==> src/rtl/beam_acc_multi_if.sv <==
// ADC capture stream shared by every channel: one sample strobe plus packed samples (ch0 in LSBs).
interface beam_acc_multi_if #(
    parameter int CH_N  = 4,
    parameter int ADC_W = 14
);
    logic                  adc_valid;
    logic [CH_N*ADC_W-1:0] adc_raw_data;

    modport master (output adc_valid, output adc_raw_data);
    modport slave  (input  adc_valid, input  adc_raw_data);
endinterface

==> src/rtl/beam_acc_multi.sv <==
// Multi-channel beam charge accumulator: per-cycle sums, running totals, sliding-window sums, latched interlock.
// Optional build macro BEAM_ACC_SAT_EN: cycle/total adders saturate and o_acc_ovf reports it.
module beam_acc_multi #(
    parameter int CH_N        = 4,
    parameter int ADC_W       = 14,
    parameter int CYC_W       = 23,
    parameter int TOT_W       = 45,
    parameter int CNT_W       = 22,
    parameter int WIN_DEPTH   = 8,
    parameter int MAX_CYC_LEN = 4096
) (
    input  logic                    i_clk,
    input  logic                    i_fRST,
    input  logic                    i_acc_en,
    input  logic                    i_acc_reset,
    input  logic                    i_beam_cycle_flag,
    beam_acc_multi_if.slave         adc,
    input  logic [TOT_W-1:0]        i_total_threshold,
    input  logic [TOT_W-1:0]        i_win_threshold,
    input  logic                    i_ilk_clear,
    output logic [CH_N*CYC_W-1:0]   o_cycle_acc_data,
    output logic [CH_N*TOT_W-1:0]   o_total_acc_data,
    output logic [CH_N*TOT_W-1:0]   o_win_acc_data,
    output logic [CNT_W-1:0]        o_pulse_cnt,
    output logic [CH_N-1:0]         o_ilk_src,
    output logic                    o_beam_interlock,
    output logic                    o_cycle_timeout,
    output logic                    o_acc_ovf
);
    localparam int PTR_W  = $clog2(WIN_DEPTH);
    localparam int WIN_W  = CYC_W + PTR_W;
    localparam int FILL_W = PTR_W + 1;
    localparam int LEN_W  = $clog2(MAX_CYC_LEN);

    typedef enum logic [2:0] {
        ST_INIT, ST_IDLE, ST_CYCLE_INIT, ST_CYCLE_ACC, ST_CYCLE_CLOSE
    } state_t;

    state_t                 state_reg, state_next;
    logic                   flag_prev_reg;
    logic [CNT_W-1:0]       pulse_cnt_reg;
    logic [LEN_W-1:0]       len_reg;
    logic [PTR_W-1:0]       ptr_reg;
    logic [FILL_W-1:0]      fill_reg;
    logic                   timeout_reg;
    logic                   timeout_hit;
    logic                   clr_acc;
    logic                   win_full;
    logic [CH_N*CYC_W-1:0]  cycle_vec;
    logic [CH_N*CYC_W-1:0]  ring_mem [WIN_DEPTH];
    logic [CH_N*CYC_W-1:0]  ring_rd_reg;
    logic [CH_N-1:0]        ilk_vec;

    assign clr_acc  = i_acc_reset | (state_reg == ST_INIT);
    assign win_full = (fill_reg == FILL_W'(WIN_DEPTH));

    always_ff @(posedge i_clk or negedge i_fRST) begin
        if (!i_fRST) state_reg <= ST_INIT;
        else         state_reg <= state_next;
    end

    always_comb begin
        state_next  = state_reg;
        timeout_hit = 1'b0;
        case (state_reg)
            ST_INIT:       if (i_acc_en) state_next = ST_IDLE;
            ST_IDLE:       if (i_beam_cycle_flag && !flag_prev_reg && i_acc_en) state_next = ST_CYCLE_INIT;
            ST_CYCLE_INIT: state_next = ST_CYCLE_ACC;
            ST_CYCLE_ACC: begin
                if (!i_beam_cycle_flag) begin
                    state_next = ST_CYCLE_CLOSE;
                end else if (len_reg == LEN_W'(MAX_CYC_LEN - 1)) begin
                    state_next  = ST_CYCLE_CLOSE;
                    timeout_hit = 1'b1;
                end
            end
            ST_CYCLE_CLOSE: state_next = ST_IDLE;
            default:        state_next = ST_INIT;
        endcase
        if (i_acc_reset) state_next = ST_INIT;
    end

    always_ff @(posedge i_clk or negedge i_fRST) begin
        if (!i_fRST) begin
            flag_prev_reg <= 1'b0;
            pulse_cnt_reg <= '0;
            len_reg       <= '0;
            ptr_reg       <= '0;
            fill_reg      <= '0;
            timeout_reg   <= 1'b0;
        end else begin
            flag_prev_reg <= i_beam_cycle_flag;
            if (clr_acc) begin
                pulse_cnt_reg <= '0;
                len_reg       <= '0;
                ptr_reg       <= '0;
                fill_reg      <= '0;
                timeout_reg   <= 1'b0;
            end else begin
                if (timeout_hit) timeout_reg <= 1'b1;
                case (state_reg)
                    ST_CYCLE_INIT: begin
                        pulse_cnt_reg <= pulse_cnt_reg + CNT_W'(1);
                        len_reg       <= '0;
                    end
                    ST_CYCLE_ACC:  len_reg <= len_reg + LEN_W'(1);
                    ST_CYCLE_CLOSE: begin
                        ptr_reg <= ptr_reg + PTR_W'(1);
                        if (!win_full) fill_reg <= fill_reg + FILL_W'(1);
                    end
                    default: ;
                endcase
            end
        end
    end

    // Ring read is registered; the pointer is stable through the accumulate phase, so the oldest
    // entry is already in ring_rd_reg by the time CYCLE_CLOSE consumes it.
    always_ff @(posedge i_clk) begin
        if (state_reg == ST_CYCLE_CLOSE && !i_acc_reset) ring_mem[ptr_reg] <= cycle_vec;
        ring_rd_reg <= ring_mem[ptr_reg];
    end

`ifdef BEAM_ACC_SAT_EN
    logic [CH_N-1:0] sat_vec;
    logic            ovf_reg;

    always_ff @(posedge i_clk or negedge i_fRST) begin
        if (!i_fRST)       ovf_reg <= 1'b0;
        else if (clr_acc)  ovf_reg <= 1'b0;
        else if (|sat_vec) ovf_reg <= 1'b1;
    end
    assign o_acc_ovf = ovf_reg;
`else
    assign o_acc_ovf = 1'b0;
`endif

    generate
        for (genvar gi = 0; gi < CH_N; gi++) begin : g_ch
            logic [ADC_W-1:0] sample;
            logic [CYC_W-1:0] cycle_reg, cyc_new, win_old;
            logic [TOT_W-1:0] total_reg, tot_new;
            logic [WIN_W-1:0] win_reg, win_new;
            logic             ilk_reg, ilk_cond;

            assign sample = adc.adc_raw_data[gi*ADC_W +: ADC_W];
`ifdef BEAM_ACC_SAT_EN
            logic [CYC_W:0] cyc_wide;
            logic [TOT_W:0] tot_wide;
            assign cyc_wide = {1'b0, cycle_reg} + {{(CYC_W+1-ADC_W){1'b0}}, sample};
            assign tot_wide = {1'b0, total_reg} + {{(TOT_W+1-CYC_W){1'b0}}, cycle_reg};
            assign cyc_new  = cyc_wide[CYC_W] ? {CYC_W{1'b1}} : cyc_wide[CYC_W-1:0];
            assign tot_new  = tot_wide[TOT_W] ? {TOT_W{1'b1}} : tot_wide[TOT_W-1:0];
            assign sat_vec[gi] = (state_reg == ST_CYCLE_ACC && adc.adc_valid && cyc_wide[CYC_W]) ||
                                 (state_reg == ST_CYCLE_CLOSE && tot_wide[TOT_W]);
`else
            assign cyc_new = cycle_reg + CYC_W'(sample);
            assign tot_new = total_reg + TOT_W'(cycle_reg);
`endif
            // Oldest entry leaves the window only once the ring holds WIN_DEPTH valid cycles.
            assign win_old  = win_full ? ring_rd_reg[gi*CYC_W +: CYC_W] : '0;
            assign win_new  = win_reg + WIN_W'(cycle_reg) - WIN_W'(win_old);
            assign ilk_cond = ((i_total_threshold != '0) && (total_reg >= i_total_threshold)) ||
                              ((i_win_threshold   != '0) && (TOT_W'(win_reg) >= i_win_threshold));

            always_ff @(posedge i_clk or negedge i_fRST) begin
                if (!i_fRST) begin
                    cycle_reg <= '0;
                    total_reg <= '0;
                    win_reg   <= '0;
                    ilk_reg   <= 1'b0;
                end else begin
                    ilk_reg <= ilk_cond | (ilk_reg & ~i_ilk_clear);
                    if (clr_acc) begin
                        cycle_reg <= '0;
                        total_reg <= '0;
                        win_reg   <= '0;
                    end else begin
                        case (state_reg)
                            ST_CYCLE_INIT: cycle_reg <= '0;
                            ST_CYCLE_ACC:  if (adc.adc_valid) cycle_reg <= cyc_new;
                            ST_CYCLE_CLOSE: begin
                                total_reg <= tot_new;
                                win_reg   <= win_new;
                            end
                            default: ;
                        endcase
                    end
                end
            end

            assign cycle_vec[gi*CYC_W +: CYC_W]        = cycle_reg;
            assign o_total_acc_data[gi*TOT_W +: TOT_W] = total_reg;
            assign o_win_acc_data[gi*TOT_W +: TOT_W]   = TOT_W'(win_reg);
            assign ilk_vec[gi]                         = ilk_reg;
        end
    endgenerate

    assign o_cycle_acc_data = cycle_vec;
    assign o_pulse_cnt      = pulse_cnt_reg;
    assign o_ilk_src        = ilk_vec;
    assign o_beam_interlock = |ilk_vec;
    assign o_cycle_timeout  = timeout_reg;
endmodule

==> src/flat_wrapper.sv <==
// flat-port wrapper written by rule: the top's interface ports become plain ports
module beam_acc_multi_flat 
#(
    parameter int CH_N        = 4,
    parameter int ADC_W       = 14,
    parameter int CYC_W       = 23,
    parameter int TOT_W       = 45,
    parameter int CNT_W       = 22,
    parameter int WIN_DEPTH   = 8,
    parameter int MAX_CYC_LEN = 4096
)
  (i_clk, i_fRST, i_acc_en, i_acc_reset, i_beam_cycle_flag, i_total_threshold, i_win_threshold, i_ilk_clear, o_cycle_acc_data, o_total_acc_data, o_win_acc_data, o_pulse_cnt, o_ilk_src, o_beam_interlock, o_cycle_timeout, o_acc_ovf, adc_adc_valid, adc_adc_raw_data);
  beam_acc_multi_if #(.CH_N(CH_N), .ADC_W(ADC_W)) adc_i ();
  input  logic i_clk;
  input  logic i_fRST;
  input  logic i_acc_en;
  input  logic i_acc_reset;
  input  logic i_beam_cycle_flag;
  input  logic [TOT_W-1:0] i_total_threshold;
  input  logic [TOT_W-1:0] i_win_threshold;
  input  logic i_ilk_clear;
  output logic [CH_N*CYC_W-1:0] o_cycle_acc_data;
  output logic [CH_N*TOT_W-1:0] o_total_acc_data;
  output logic [CH_N*TOT_W-1:0] o_win_acc_data;
  output logic [CNT_W-1:0] o_pulse_cnt;
  output logic [CH_N-1:0] o_ilk_src;
  output logic o_beam_interlock;
  output logic o_cycle_timeout;
  output logic o_acc_ovf;
  input wire logic [$bits(adc_i.adc_valid)-1:0] adc_adc_valid;
  input wire logic [$bits(adc_i.adc_raw_data)-1:0] adc_adc_raw_data;
  assign adc_i.adc_valid = adc_adc_valid;
  assign adc_i.adc_raw_data = adc_adc_raw_data;
  beam_acc_multi #(.CH_N(CH_N), .ADC_W(ADC_W), .CYC_W(CYC_W), .TOT_W(TOT_W), .CNT_W(CNT_W), .WIN_DEPTH(WIN_DEPTH), .MAX_CYC_LEN(MAX_CYC_LEN)) u_core (.i_clk(i_clk), .i_fRST(i_fRST), .i_acc_en(i_acc_en), .i_acc_reset(i_acc_reset), .i_beam_cycle_flag(i_beam_cycle_flag), .adc(adc_i), .i_total_threshold(i_total_threshold), .i_win_threshold(i_win_threshold), .i_ilk_clear(i_ilk_clear), .o_cycle_acc_data(o_cycle_acc_data), .o_total_acc_data(o_total_acc_data), .o_win_acc_data(o_win_acc_data), .o_pulse_cnt(o_pulse_cnt), .o_ilk_src(o_ilk_src), .o_beam_interlock(o_beam_interlock), .o_cycle_timeout(o_cycle_timeout), .o_acc_ovf(o_acc_ovf));
endmodule
==> config.mk <==
export PLATFORM = sky130hd
export DESIGN_NAME = beam_acc_multi_flat
export DESIGN_NICKNAME = d
export VERILOG_FILES = /design/src/rtl/beam_acc_multi_if.sv /design/src/rtl/beam_acc_multi.sv /design/src/flat_wrapper.sv
export SDC_FILE = /design/constraint.sdc
export NUM_CORES = 2
export LEC_CHECK = 0
export ABC_AREA = 1
export BUFFER_PORTS_ARGS = -buffer_cell sky130_fd_sc_hd__buf_2
export CORE_ASPECT_RATIO = 1.1
export CORE_UTILIZATION = 60
export DETAILED_ROUTE_END_ITERATION = 10
export HOLD_SLACK_MARGIN = 0.08
export PLACE_DENSITY = 0.8
export SYNTH_ARGS = -nofsm -noshare
export SYNTH_HDL_FRONTEND = slang
export SYNTH_SLANG_ARGS = --single-unit
==> constraint.sdc <==
create_clock -name i_clk -period 10.6 [get_ports i_clk]
set_input_delay 2.12 -clock i_clk [delete_from_list [all_inputs] [get_ports i_clk]]
set_output_delay 2.12 -clock i_clk [all_outputs]
set_load 0.01 [all_outputs]
==> flow_summary.json <==
{
  "setup_viol": 0,
  "grt_start_max_net_pins": 139,
  "path_max_fanout": 50,
  "insertion_delay_ns": 0.82,
  "synth.distinct_cells": 57,
  "die_area_um2": 129000,
  "final_cell_mix": "2425 x nand2_1, 1343 x inv_1, 1036 x nor2_1",
  "fmax_ghz": 0.229,
  "final_common_cell": "nand2_1",
  "num_io_pins": 634,
  "grt_first_pass_wirelength_um": 425000,
  "hp-class": "reg2reg",
  "netlist_top_cells_area": "edfxtp_1 29%, dfrtp_1 14%, nand2_1 12%",
  "cts_buffer_depth": 3,
  "powerDensity_nw_per_um2": 147,
  "slowest_stage": "buf_4",
  "synth_edf_count": 736,
  "status": "finished, final reports clean",
  "core_um2": 127000,
  "period_share_pct": 41.1,
  "synth-async-reset-ratio_pct": 34.0,
  "yosysSeqAreaShare_pct": 45.1,
  "yosysTopAreaCell": "edfxtp_1",
  "gr-total-overflow": 0,
  "grt_use_total_pct": 44.6,
  "routed_via_density": 6.07,
  "largest_reg_flops": 736,
  "routed_wl_um": 293000,
  "worstSetupPathType": "in2reg",
  "drc_errors": 0,
  "syn2layout_area_growth_pct": 11.5,
  "rsz0062_at_grt": "no",
  "cts_made_buffers": 131,
  "final_antenna_net_count": 0,
  "crit_chain": "buf_2 -> inv_2 -> nand2_1 -> nor2_4 -> nand2_1 -> nor2_4 -> buf_4 -> buf_4",
  "grt_pass1_vias": 68000,
  "fin_crit_ns": 4.36,
  "cap_viol_max_count": 0,
  "setup_tns_ns": 0,
  "cts_sinks": 1254,
  "place.detailed.hpwl_um": 212000,
  "h-tree-depth": 4,
  "fp.dieW_um": 343,
  "cts_tree": "done",
  "drv_slew": 0,
  "synth.top_cell.area_share_pct": 28.8,
  "syn_avg_cell_area_um2": 8.08,
  "dp.cells": 11600,
  "cts-hold-fix-buffers": 0,
  "endpoint_kind": "flip-flop",
  "worstMarginPinSlew_ns": 1.40,
  "fp-row-count": 137,
  "cts_root_buf": "clkbuf_16",
  "gp_congestion": 1.06,
  "die_y_um": 377,
  "skew_ns": 0.0573,
  "hold_viol_final": 0,
  "antenna_found_initial": 35,
  "yosys_warnings": 0,
  "cts.clk_slew.worst_paths_ns": 0.06,
  "postSynthCellCount": 9489,
  "max-slew-margin-rel_pct": 5.74,
  "start_util_pct": 60.5,
  "slowest_delay_ns": 0.76,
  "cts_setup_buffers": 0,
  "route.vias.total": 71800,
  "synth-seq-cells": 1254,
  "vdd_ir_drop_max_mv": 0.147,
  "finalNetCount": 10800,
  "start_kind": "primary input",
  "instances_no_fill": 11800,
  "layout-drive-gt1-share_pct": 8.79,
  "port-buffer-count": 556,
  "wl_per_cell_um": 24.8,
  "synth_area_um2": 76700,
  "synth_flop_cell": "edfxtp_1",
  "cts-resized-gates": 0,
  "drtIter0Drc": 9133,
  "crit_arrival_ns": 4.77,
  "critPathRequiredTime_ns": 11.01,
  "firstDrtPassIters": 8,
  "power_leakage_nw": 41.3
}
## final cells by class
class | count | area, um2
fill | 10200 | 41300
multi-input combinational | 6672 | 35900
sequential | 1254 | 34600
inverter | 1352 | 5090
clock buffer | 173 | 3610
timing repair buffer | 612 | 3230
tap | 1668 | 2090
clock inverter | 67 | 957
antenna | 19 | 47.5
## path summary, 6_finish.rpt
kind,start,endpoint,slack [ns],depth (start not counted)
hold reg to reg,u_core.ring_mem[1][66],u_core.ring_rd_reg[66],0.47,1
max in group asynchronous,i_fRST,u_core.g_ch[0].win_reg[8],7.10,3
hold / removal,u_core.ring_mem[1][66],u_core.ring_rd_reg[66],0.47,1
setup reg to reg,u_core.fill_reg[0],u_core.g_ch[1].win_reg[22],6.29,19
setup / recovery,i_acc_reset,u_core.ring_mem[0][53],6.24,8
min in group asynchronous,i_fRST,u_core.g_ch[2].total_reg[36],1.31,1
## stage by stage
step / setup slack, ns / total power [mW] / hold slack (ns) / util (%) / cell area, um2
after global routing: 6.02 / 13.0 / 0.482 / 67.4 / 85500
after floorplan: 3.30 / 6.93 / 0.428 / - / 77000
final: 6.24 / 12.6 / 0.470 / 67.4 / 85500
after CTS: 6.36 / 12.5 / 0.473 / 67.4 / 85500
after detailed placement: 5.55 / 7.66 / 0.441 / 63.8 / 80900
after global placement: 5.59 / 7.63 / 0.436 / 63.8 / 80900
## cell families (layout without fill, tap and decap cells)
| family | count (synthesis) | after routing | synth area share (%) |
|---|---|---|---|
| other cells | 1 | 96 | 0.00489 |
| compound gates | 1586 | 1586 | 11.3 |
| flops | 1254 | 1254 | 45.1 |
| buf+inv | 1639 | 2204 | 8.60 |
| fa+ha+maj | 641 | 641 | 11.4 |
| xor+xnor | 30 | 30 | 0.343 |
| simple gates | 4338 | 4338 | 23.2 |
## cell usage after synthesis (26+ instances only)
cell type	number
nand4_1	155
fa_1	100
o22ai_1	121
nor3_1	119
or2_2	34
nand3_1	472
clkbuf_1	119
edfxtp_1	736
nor2_1	1048
o21bai_1	28
and2_1	26
buf_2	60
o21ai_0	693
dfrtp_1	426
buf_4	87
nand2_1	2426
inv_1	1346
dfxtp_1	92
o211ai_1	57
a21oi_1	547
ha_1	541
## critical path: cells and delay by family
family,cells,cell delay [ns]
buffers and inverters,4,1.61
and+or+nand+nor,4,0.92
## power by group
group / switching (mW) / leakage [nW] / internal [mW]
Clock: 2.15 / 2.21 / 2.79
Combinational: 1.70 / 25.6 / 0.640
Sequential: 0.113 / 13.5 / 5.20
## routing by layer
layer  part of all wire, %  GRT usage, %
met5                 0.062             0
met4                   6.7          26.5
met3                    12          10.7
met2                    44          67.7
met1                    37          58.1
(Power assumes the default switching activity.)
